File: src/rtl/ram_fill_check.sv
// ram_fill_check: memory fill-and-verify engine for a single-port RAM.
//
// When started, it writes the pattern (SEED + a) mod 2^DATA_WIDTH to words
// 0..NUM_WORDS-1. It then reads every word back and compares the returned data
// against the same pattern. The result stays valid until the next accepted start.
//
// Ports:
//   clk            system clock, rising edge
//   rst            asynchronous active-high reset
//   start          begin a run (accepted in IDLE or DONE only)
//   ram_wdata      write data to RAM
//   ram_addr       address to RAM
//   ram_we         write enable to RAM
//   ram_rdata      RAM read data, valid RD_LAT cycles after the address
//   busy           high while writing, reading or draining
//   done           one-cycle pulse when a run completes
//   pass           last completed run had no mismatches
//   err_count      mismatches in last run, saturating
//   first_err_addr address of the first mismatch in last run (0 if none)
module ram_fill_check #(
    parameter int DATA_WIDTH = 4,
    parameter int ADDR_WIDTH = 6,
    parameter int NUM_WORDS  = 6,
    parameter int SEED       = 1,
    parameter int RD_LAT     = 1
) (
    input  logic                  clk,
    input  logic                  rst,
    input  logic                  start,
    output logic [DATA_WIDTH-1:0] ram_wdata,
    output logic [ADDR_WIDTH-1:0] ram_addr,
    output logic                  ram_we,
    input  logic [DATA_WIDTH-1:0] ram_rdata,
    output logic                  busy,
    output logic                  done,
    output logic                  pass,
    output logic [ADDR_WIDTH:0]   err_count,
    output logic [ADDR_WIDTH-1:0] first_err_addr
);

    localparam int CNT_W = ADDR_WIDTH + 1;
    localparam logic [ADDR_WIDTH-1:0] LAST_ADDR  = ADDR_WIDTH'(NUM_WORDS - 1);
    localparam logic [2:0]            LAST_DRAIN = 3'(RD_LAT - 1);

    if (NUM_WORDS < 1 || NUM_WORDS > (2 ** ADDR_WIDTH)) begin : g_bad_num_words
        $error("ram_fill_check: NUM_WORDS must be in 1..2**ADDR_WIDTH");
    end
    if (RD_LAT < 1 || RD_LAT > 4) begin : g_bad_rd_lat
        $error("ram_fill_check: RD_LAT must be in 1..4");
    end

    typedef enum logic [2:0] {
        S_IDLE,
        S_WRITE,
        S_READ,
        S_DRAIN,
        S_DONE
    } state_t;

    state_t                state, state_nxt;
    logic [ADDR_WIDTH-1:0] addr, addr_nxt;
    logic [2:0]            drain_cnt, drain_nxt;
    logic                  accept;

    // Read-compare pipeline: stage i holds the read issued i+1 cycles ago.
    logic                  vld_p  [RD_LAT];
    logic [DATA_WIDTH-1:0] exp_p  [RD_LAT];
    logic [ADDR_WIDTH-1:0] addr_p [RD_LAT];

    logic                  mismatch;
    logic [CNT_W-1:0]      err_nxt;

    // Unsigned wrap-around pattern.
    function automatic logic [DATA_WIDTH-1:0] pattern(input logic [ADDR_WIDTH-1:0] a);
        return DATA_WIDTH'(SEED) + DATA_WIDTH'(a);
    endfunction

    function automatic logic [CNT_W-1:0] sat_inc(input logic [CNT_W-1:0] v);
        return (&v) ? v : v + CNT_W'(1);
    endfunction

    // Control: state and counters
    always_ff @(posedge clk or posedge rst) begin
        if (rst) begin
            state     <= S_IDLE;
            addr      <= '0;
            drain_cnt <= '0;
        end else begin
            state     <= state_nxt;
            addr      <= addr_nxt;
            drain_cnt <= drain_nxt;
        end
    end

    always_comb begin
        state_nxt = state;
        addr_nxt  = addr;
        drain_nxt = drain_cnt;
        accept    = 1'b0;
        case (state)
            S_IDLE: begin
                if (start) begin
                    state_nxt = S_WRITE;
                    addr_nxt  = '0;
                    accept    = 1'b1;
                end
            end
            S_WRITE: begin
                // Terminal compare on LAST_ADDR, so a full address space ends at
                // all-ones without an extra wrapped cycle.
                if (addr == LAST_ADDR) begin
                    state_nxt = S_READ;
                    addr_nxt  = '0;
                end else begin
                    addr_nxt = addr + 1'b1;
                end
            end
            S_READ: begin
                if (addr == LAST_ADDR) begin
                    state_nxt = S_DRAIN;
                    addr_nxt  = '0;
                    drain_nxt = '0;
                end else begin
                    addr_nxt = addr + 1'b1;
                end
            end
            S_DRAIN: begin
                if (drain_cnt == LAST_DRAIN) begin
                    state_nxt = S_DONE;
                end else begin
                    drain_nxt = drain_cnt + 1'b1;
                end
            end
            S_DONE: begin
                if (start) begin
                    state_nxt = S_WRITE;
                    addr_nxt  = '0;
                    accept    = 1'b1;
                end else begin
                    state_nxt = S_IDLE;
                end
            end
            default: state_nxt = S_IDLE;
        endcase
    end

    // RAM-side outputs decode straight from the state register, so the async
    // reset drops ram_we without waiting for a clock edge.
    always_comb begin
        ram_we    = (state == S_WRITE);
        ram_addr  = (state == S_WRITE || state == S_READ) ? addr : '0;
        ram_wdata = (state == S_WRITE) ? pattern(addr) : '0;
        busy      = (state == S_WRITE || state == S_READ || state == S_DRAIN);
        done      = (state == S_DONE);
    end

    // Stage p0..p(RD_LAT-1): valid bits (reset, so no stale compare after abort)
    always_ff @(posedge clk or posedge rst) begin
        if (rst) begin
            for (int i = 0; i < RD_LAT; i++) vld_p[i] <= 1'b0;
        end else begin
            vld_p[0] <= (state == S_READ);
            for (int i = 1; i < RD_LAT; i++) vld_p[i] <= vld_p[i-1];
        end
    end

    // Stage p0..p(RD_LAT-1): expected data and address (qualified by vld_p)
    always_ff @(posedge clk) begin
        exp_p[0]  <= pattern(addr);
        addr_p[0] <= addr;
        for (int i = 1; i < RD_LAT; i++) begin
            exp_p[i]  <= exp_p[i-1];
            addr_p[i] <= addr_p[i-1];
        end
    end

    // Compare at the pipeline output
    always_comb begin
        mismatch = vld_p[RD_LAT-1] && (ram_rdata != exp_p[RD_LAT-1]);
        err_nxt  = mismatch ? sat_inc(err_count) : err_count;
    end

    always_ff @(posedge clk or posedge rst) begin
        if (rst) begin
            err_count      <= '0;
            first_err_addr <= '0;
            pass           <= 1'b0;
        end else if (accept) begin
            err_count      <= '0;
            first_err_addr <= '0;
            pass           <= 1'b0;
        end else begin
            if (mismatch) begin
                err_count <= err_nxt;
                if (err_count == '0) first_err_addr <= addr_p[RD_LAT-1];
            end
            // Final compare lands on the last drain edge; fold it into pass.
            if (state == S_DRAIN && drain_cnt == LAST_DRAIN) pass <= (err_nxt == '0);
        end
    end

endmodule

File: config.mk
export PLATFORM = sky130hd
export DESIGN_NAME = ram_fill_check
export DESIGN_NICKNAME = d
export VERILOG_FILES = /design/src/rtl/ram_fill_check.sv
export SDC_FILE = /design/constraint.sdc
export NUM_CORES = 1
export LEC_CHECK = 0
export ABC_AREA = 1
export CAP_MARGIN = 20
export CORE_MARGIN = 2
export CORE_UTILIZATION = 35
export CTS_BUF_LIST = sky130_fd_sc_hd__clkbuf_4 sky130_fd_sc_hd__clkbuf_8
export DETAILED_ROUTE_END_ITERATION = 7
export GPL_TIMING_DRIVEN = 0
export PLACE_DENSITY_LB_ADDON = 0.25
export SETUP_SLACK_MARGIN = 0.1
export SLEW_MARGIN = 10
export SYNTH_ARGS = -nofsm -noshare
export SYNTH_HDL_FRONTEND = slang
export SYNTH_SLANG_ARGS = --single-unit
File: constraint.sdc
create_clock -name clk -period 3.25 [get_ports clk]
set_input_delay 0.65 -clock clk [delete_from_list [all_inputs] [get_ports clk]]
set_output_delay 0.65 -clock clk [all_outputs]
set_load 0.005 [all_outputs]
==> run_results.csv <==
group,metric,value,unit
detailed_routing,dr.pass1.iters,4,
yosys,synthCells,249,
outcome,status,"completed",
clock_tree,htree_num_levels,2,
clock_tree,clock_path_buffers,2,
floorplan,fp-row-count,27,
sta,tns,0,ps
detailed_routing,vias_per_cell,4.466,
placed_design,dp_hpwl,3152,µm
clock_tree,cts.sinks,37,
sta,finalCriticalPeriod,2670,ps
clock_tree,cts_tree,"done",
floorplan,start_util,0.3593,
worst_setup_path,cp.required,2600,ps
sta,timing.hold.ws,415.8,ps
detailed_routing,wl_met3,115,µm
yosys,ys_seq_elements,37,
yosys,yosys_warnings,0,
grt,grt_overflow,0,
cells_and_area,nFillCells,556,
yosys,netlist_area,1954,µm²
pwr,peakVddDrop,473.6,µV
sta,finClkSkew,6.108,ps
worst_setup_path,crit_start,"state[2]$_DFFE_PP0P_",
detailed_routing,post_drt_wl_per_cell,11.13,µm
detailed_routing,wl_met1,1994,µm
clock_tree,clkTransAtPathRegs,80,ps
sta,finalSetupViolations,0,
yosys,post_synth.cell_area_avg,7.849,µm²
worst_setup_path,cp_max_fo,7,
worst_setup_path,arrival,2020,ps
detailed_routing,num_vias,1621,
grt,antenna_found_initial,0,
pwr,cellLeakagePower,1.218,nW
cells_and_area,finalInstanceArea,2492,µm²
clock_tree,holdBufCountCts,0,
grt,grt_pass1_wl,7044,µm
sta,relSlewSlack,0.6333,
run,maxCapViolCount,0,
detailed_routing,highest_layer,"met4",
sta,finalMaxSlewViolations,0,
worst_setup_path,cp-end-kind,"primary output",
grt,track_usage,0.1431,
yosys,syn-num-nets,262,
clock_tree,cts_resized,0,
min_path,holdCritPathClass,"flop to flop",
detailed_routing,ant_nets,0,
grt,grt_max_degree,18,
floorplan,core-area,5439,µm²
detailed_routing,first_iter_violations,57,
sta,hold_viol,0,
cells_and_area,layout.cells.non_filler,363,
sta,tightest_slew,549.4,ps
sta,rsz0062_at_grt,"no",
worst_setup_path,critPathLaunchType,"flop",
floorplan,dieArea,6198,µm²
min_path,hold_start,"addr[4]$_DFFE_PP0P_",
yosys,synth.distinct_cells,29,
floorplan,die_x,78.73,µm
placed_design,dpl_cell_area,2402,µm²
placed_design,post-place-cells,355,
floorplan,ios,34,
yosys,synth-seq-area-share,0.4481,
clock_tree,clkLatencyLatePin,290,ps
grt,grt_pass1_vias,1586,
cells_and_area,area_growth,27.53,%
sta,finalCritPeriodShare,0.8215,
placed_design,numPortBuffers,33,
cells_and_area,nets,303,
detailed_routing,wl,4041,µm
floorplan,die_h,78.73,µm
cells_and_area,n_antenna_cell,0,
pwr,powerDensity,808.2,nW/µm²
pwr,finalPower,2.014,mW
clock_tree,numCtsBuffers,5,
placed_design,gp_congestion,0.8601,
sta,max_freq,374.6,MHz
clock_tree,postCtsSetupRepairBufs,0,
worst_setup_path,timing.rr.start,"err_count[1]$_DFFE_PP0P_",
clock_tree,cts_root_buffer,"clkbuf_8",
detailed_routing,route.detailed.drc,0,
detailed_routing,wl_met2,1880,µm
cells_and_area,drive_gt1_frac,0.1443,
worst_setup_path,critical_path_class,"flop to primary output",
-- final timing paths --
path                       slack [ps]                  endpoint  cells after the start
max in group asynchronous        2070           vld_p$_DFF_PP0_                      3
setup / recovery                  580               ram_addr[5]                      6
setup reg to reg                 1510          pass$_DFFE_PP0P_                     13
hold reg to reg                   420      addr_p[0][4]$_DFF_P_                      0
min in group asynchronous         710  err_count[1]$_DFFE_PP0P_                      2
hold / removal                    420      addr_p[0][4]$_DFF_P_                      0
-- metrics by stage --
stage / worst slack [ps] / utilization
detailed placement: 901.9 / 0.4417
floorplan: 1524 / -
finish: 580.2 / 0.4582
global placement: 871.0 / 0.4366
CTS: 555.1 / 0.4582
global route: 457.8 / 0.4582
-- cell usage after synthesis --
master / count / area share
buf_2: 2 / 0.0051
a211oi_1: 1 / 0.0038
a21oi_1: 10 / 0.026
nor2_2: 5 / 0.016
nand2_4: 4 / 0.023
o21ai_0: 9 / 0.023
nor3_2: 1 / 0.0051
o21bai_1: 1 / 0.0038
nand2_1: 42 / 0.081
xor2_1: 2 / 0.0090
dfxtp_1: 10 / 0.10
buf_6: 1 / 0.0058
nand3b_1: 1 / 0.0038
nor4_4: 1 / 0.011
inv_2: 9 / 0.017
nor2_4: 3 / 0.017
o31ai_1: 1 / 0.0038
nand2_2: 4 / 0.013
inv_1: 38 / 0.073
ha_1: 6 / 0.038
nand4_1: 3 / 0.0096
nand3_2: 3 / 0.015
nor3_1: 10 / 0.026
nand3_1: 14 / 0.036
nor2_1: 35 / 0.067
a221oi_1: 1 / 0.0045
dfrtp_1: 27 / 0.35
o22ai_1: 4 / 0.013
o21ai_1: 1 / 0.0026
-- worst max-delay path, stage by stage (launching register included) --
cell	delay (ps)
dfrtp_1	450
nor3_2	290
inv_2	110
nand2_2	120
inv_2	80
nor2_1	150
clkdlybuf4s50_1	530
-- layout by cell type, fill, tap and decap left out, drive strengths merged --
master	synthesis	routed
nand2	50	50
inv	47	48
nor2	43	43
clkdlybuf4s50	0	33
dfrtp	27	27
nand3	17	17
nor3	11	11
a21oi	10	10
dfxtp	10	10
o21ai	10	10
ha	6	6
clkbuf	0	5
o22ai	4	4
buf	3	4
nand4	3	3
xor2	2	2
o31ai	1	1
nor4	1	1
o21bai	1	1
nand3b	1	1
a221oi	1	1
a211oi	1	1
clkinv	0	1
clkinvlp	0	1
-- routing by layer --
layer  up-vias  global-route usage
met5         -                   0
met4         0             0.06140
met3         5             0.02159
met2        27              0.2274
met1       726              0.1939
li1        863                   -
-- cell type report --
| class | instances | area, µm² | share of cell area |
|---|---|---|---|
| multi-input cells | 162 | 880.8 | 0.3534 |
| flip-flops and latches | 37 | 875.8 | 0.3514 |
| repair buffers | 34 | 357.8 | 0.1436 |
| inverters | 47 | 176.4 | 0.07078 |
| well taps | 72 | 90.09 | 0.03614 |
| clock buffers | 5 | 68.82 | 0.02761 |
| clock inverters | 3 | 21.27 | 0.008534 |
| plain buffers | 3 | 21.27 | 0.008534 |
-- power breakdown --
group          total (mW)  switching, mW  leakage, nW  internal, mW
Combinational       0.969          0.536        0.731         0.432
Clock               0.328          0.176       0.0445         0.152
Sequential          0.718          0.112        0.442         0.606
Total                2.01          0.824         1.22          1.19
-- flip-flops by register name, indices dropped and copies added, names as in the netlist --
name            cells
addr                6
addr_p              6
drain_cnt           3
err_count           7
exp_p               4
first_err_addr      6
pass                1
state               3
vld_p               1
-- logic make-up after synthesis --
logic type / Yosys count / share of synthesized area
DFF: 37 / 0.4481
and+or+nand+nor: 126 / 0.3233
AOI/OAI and AO/OA: 28 / 0.08003
xor gates and xnor gates: 2 / 0.008965
buffers and inverters: 50 / 0.1012
adders and majority gates: 6 / 0.03841
Note: power is estimated with default switching activity, not from simulation.
==> edit (config.mk and constraints unchanged) <==
The 5 states of `state_t` get a one-hot encoding in 5 bits.
--- a/src/rtl/ram_fill_check.sv
+++ b/src/rtl/ram_fill_check.sv
@@ -49,12 +49,12 @@
         $error("ram_fill_check: RD_LAT must be in 1..4");
     end
 
-    typedef enum logic [2:0] {
-        S_IDLE,
-        S_WRITE,
-        S_READ,
-        S_DRAIN,
-        S_DONE
+    typedef enum logic [4:0] {
+        S_IDLE  = 5'b00001,
+        S_WRITE = 5'b00010,
+        S_READ  = 5'b00100,
+        S_DRAIN = 5'b01000,
+        S_DONE  = 5'b10000
     } state_t;
 
     state_t                state, state_nxt;
Check against the original RTL: same outputs for any inputs over 10 cycles, from zero or initial values and one cycle with rst high; not proved beyond that.
==> edit against the original RTL <==
Die area increased by 3.6%. Utilization increased by 1.4 points. Synthesized area increased by 3.8%. Cell area increased by 4.9%. Sequential cell count increased by 2. Worst setup slack got worse by 83 ps. Clock skew about the same. Routed wire length increased by 2.7%.
Power is not compared: it rests on default switching activity, and its combinational part moved more than twofold at a synthesized area within 25%.
==> edit: results (changes against the original RTL) <==
[yosys]
synth-seq-area-share=0.457  ; was 0.448
netlist_instances=255  ; was 249
synth_top_cells_by_count=nand2_1 (56), inv_1 (39), dfrtp_1 (28)  ; was nand2_1 (42), inv_1 (38), nor2_1 (35)
synth_fp_nets=268  ; was 262
synth_area_leaders=dfrtp_1 (35%), nand2_1 (10%), dfxtp_1 (9.9%), inv_1 (7.2%), nand3_1 (4.7%)  ; was dfrtp_1 (35%), dfxtp_1 (10%), nand2_1 (8.1%), inv_1 (7.3%), nor2_1 (6.7%)
yosys.cell_types.count=30  ; was 29
ys_async_sr_fraction=0.744  ; was 0.730

[global_route]
use_met2=0.235  ; was 0.227
met3_usage=0.0382  ; was 0.0216
first_global_vias=1704  ; was 1586
grt_pass1_wl_um=7410  ; was 7040 um
grt_util_met1=0.195  ; was 0.194
grt_max_degree=21  ; was 18
track_usage=0.150  ; was 0.143

[run_status]
outcome=finished clean  ; unchanged

[route]
drtIter0Drc=75  ; was 57
wl_per_cell_um=11.3  ; was 11.1 um
routed_via_density=4.63  ; was 4.47

[critical_path]
regToRegSetupSlack_ps=1520
worst_path_most_repeated_cell=nor2_1  ; was inv_2
critPathArrivalTime_ps=2100  ; was 2020 ps
timing.rr.start=err_count[0]$_DFFE_PP0P_  ; was err_count[1]$_DFFE_PP0P_
crit_fanout=9  ; was 7
cpPeakStageDelay_ps=510  ; was 530 ps

[sta]
worstMarginPinSlew_ps=485  ; was 549 ps
finClkSkew_ps=6.30  ; was 6.11 ps

[placed_design]
gp_congestion=0.812  ; was 0.860
dp_cells=361  ; was 355
dp_hpwl_um=3200  ; was 3150 um

[final_layout]
drive_above_1_share=0.135  ; was 0.144
fillers=576  ; was 556
instances_no_fill=369  ; was 363
nets=309  ; was 303

[clock_tree]
cts_resized=0  ; unchanged
clockBufferDepth=2  ; unchanged

[hold_path]
hp-start=addr[5]$_DFFE_PP0P_  ; was addr[4]$_DFFE_PP0P_

edit: power by group:
part | total [uW] | internal (uW) | switching [uW]
clock network | 476 | 315 | 161
registers | 625 | 563 | 62.2
logic | 438 | 174 | 264
total | 1540 | 1050 | 488
edit: per-layer routing:
| metal | vias up | share of wire |
|---|---|---|
| li1 | 899 | - |
| met1 | 773 | 0.50 |
| met2 | 31 | 0.45 |
| met3 | 5 | 0.037 |
| met4 | 0 | 0.013 |
| met5 | - | 0 |
edit: cell type report:
type	instances	area, sq um	area share
sequential	39	927	0.355
multi-input combinational	168	907	0.347
timing repair buffer	34	358	0.137
inverter	45	169	0.0646
tap	72	90.1	0.0345
clock buffer	6	76.3	0.0292
clock inverter	2	60.1	0.0230
buffer	3	26.3	0.0101
edit: final timing paths:
check / end / cells after the start
setup / recovery: ram_addr[0] / 7
hold / removal: addr_p[0][5]$_DFF_P_ / 0
setup reg to reg: pass$_DFFE_PP0P_ / 13
hold reg to reg: addr_p[0][5]$_DFF_P_ / 0
max in group asynchronous: state[2]$_DFFE_PP0P_ / 3
min in group asynchronous: addr[1]$_DFFE_PP0P_ / 2
edit: stage by stage:
step	instance area [sq um]	hold slack (ps)	total power (uW)	worst slack (ps)
finish	2610	369	1540	497
floorplan	2030	347	919	1430
global placement	2450	353	1070	789
global route	2610	390	1660	290
detailed placement	2480	362	1070	794
CTS	2610	381	1560	466
edit: logic make-up (layout without fill, tap and decap cells):
kind of cell | Yosys count | count (layout) | synth area share
buffers and inverters | 48 | 90 | 0.0962
DFF | 39 | 39 | 0.457
xor gates and xnor gates | 3 | 3 | 0.0129
and+or+nand+nor | 125 | 125 | 0.303
AOI/OAI and AO/OA | 34 | 34 | 0.0937
adders and majority gates | 6 | 6 | 0.0370
edit: critical path, delay by kind of cell, from the launching register on:
family                 cells  cell delay [ps]
buffers and inverters      2              610
flip-flops                 1              410
AND/OR/NAND/NOR            5              810
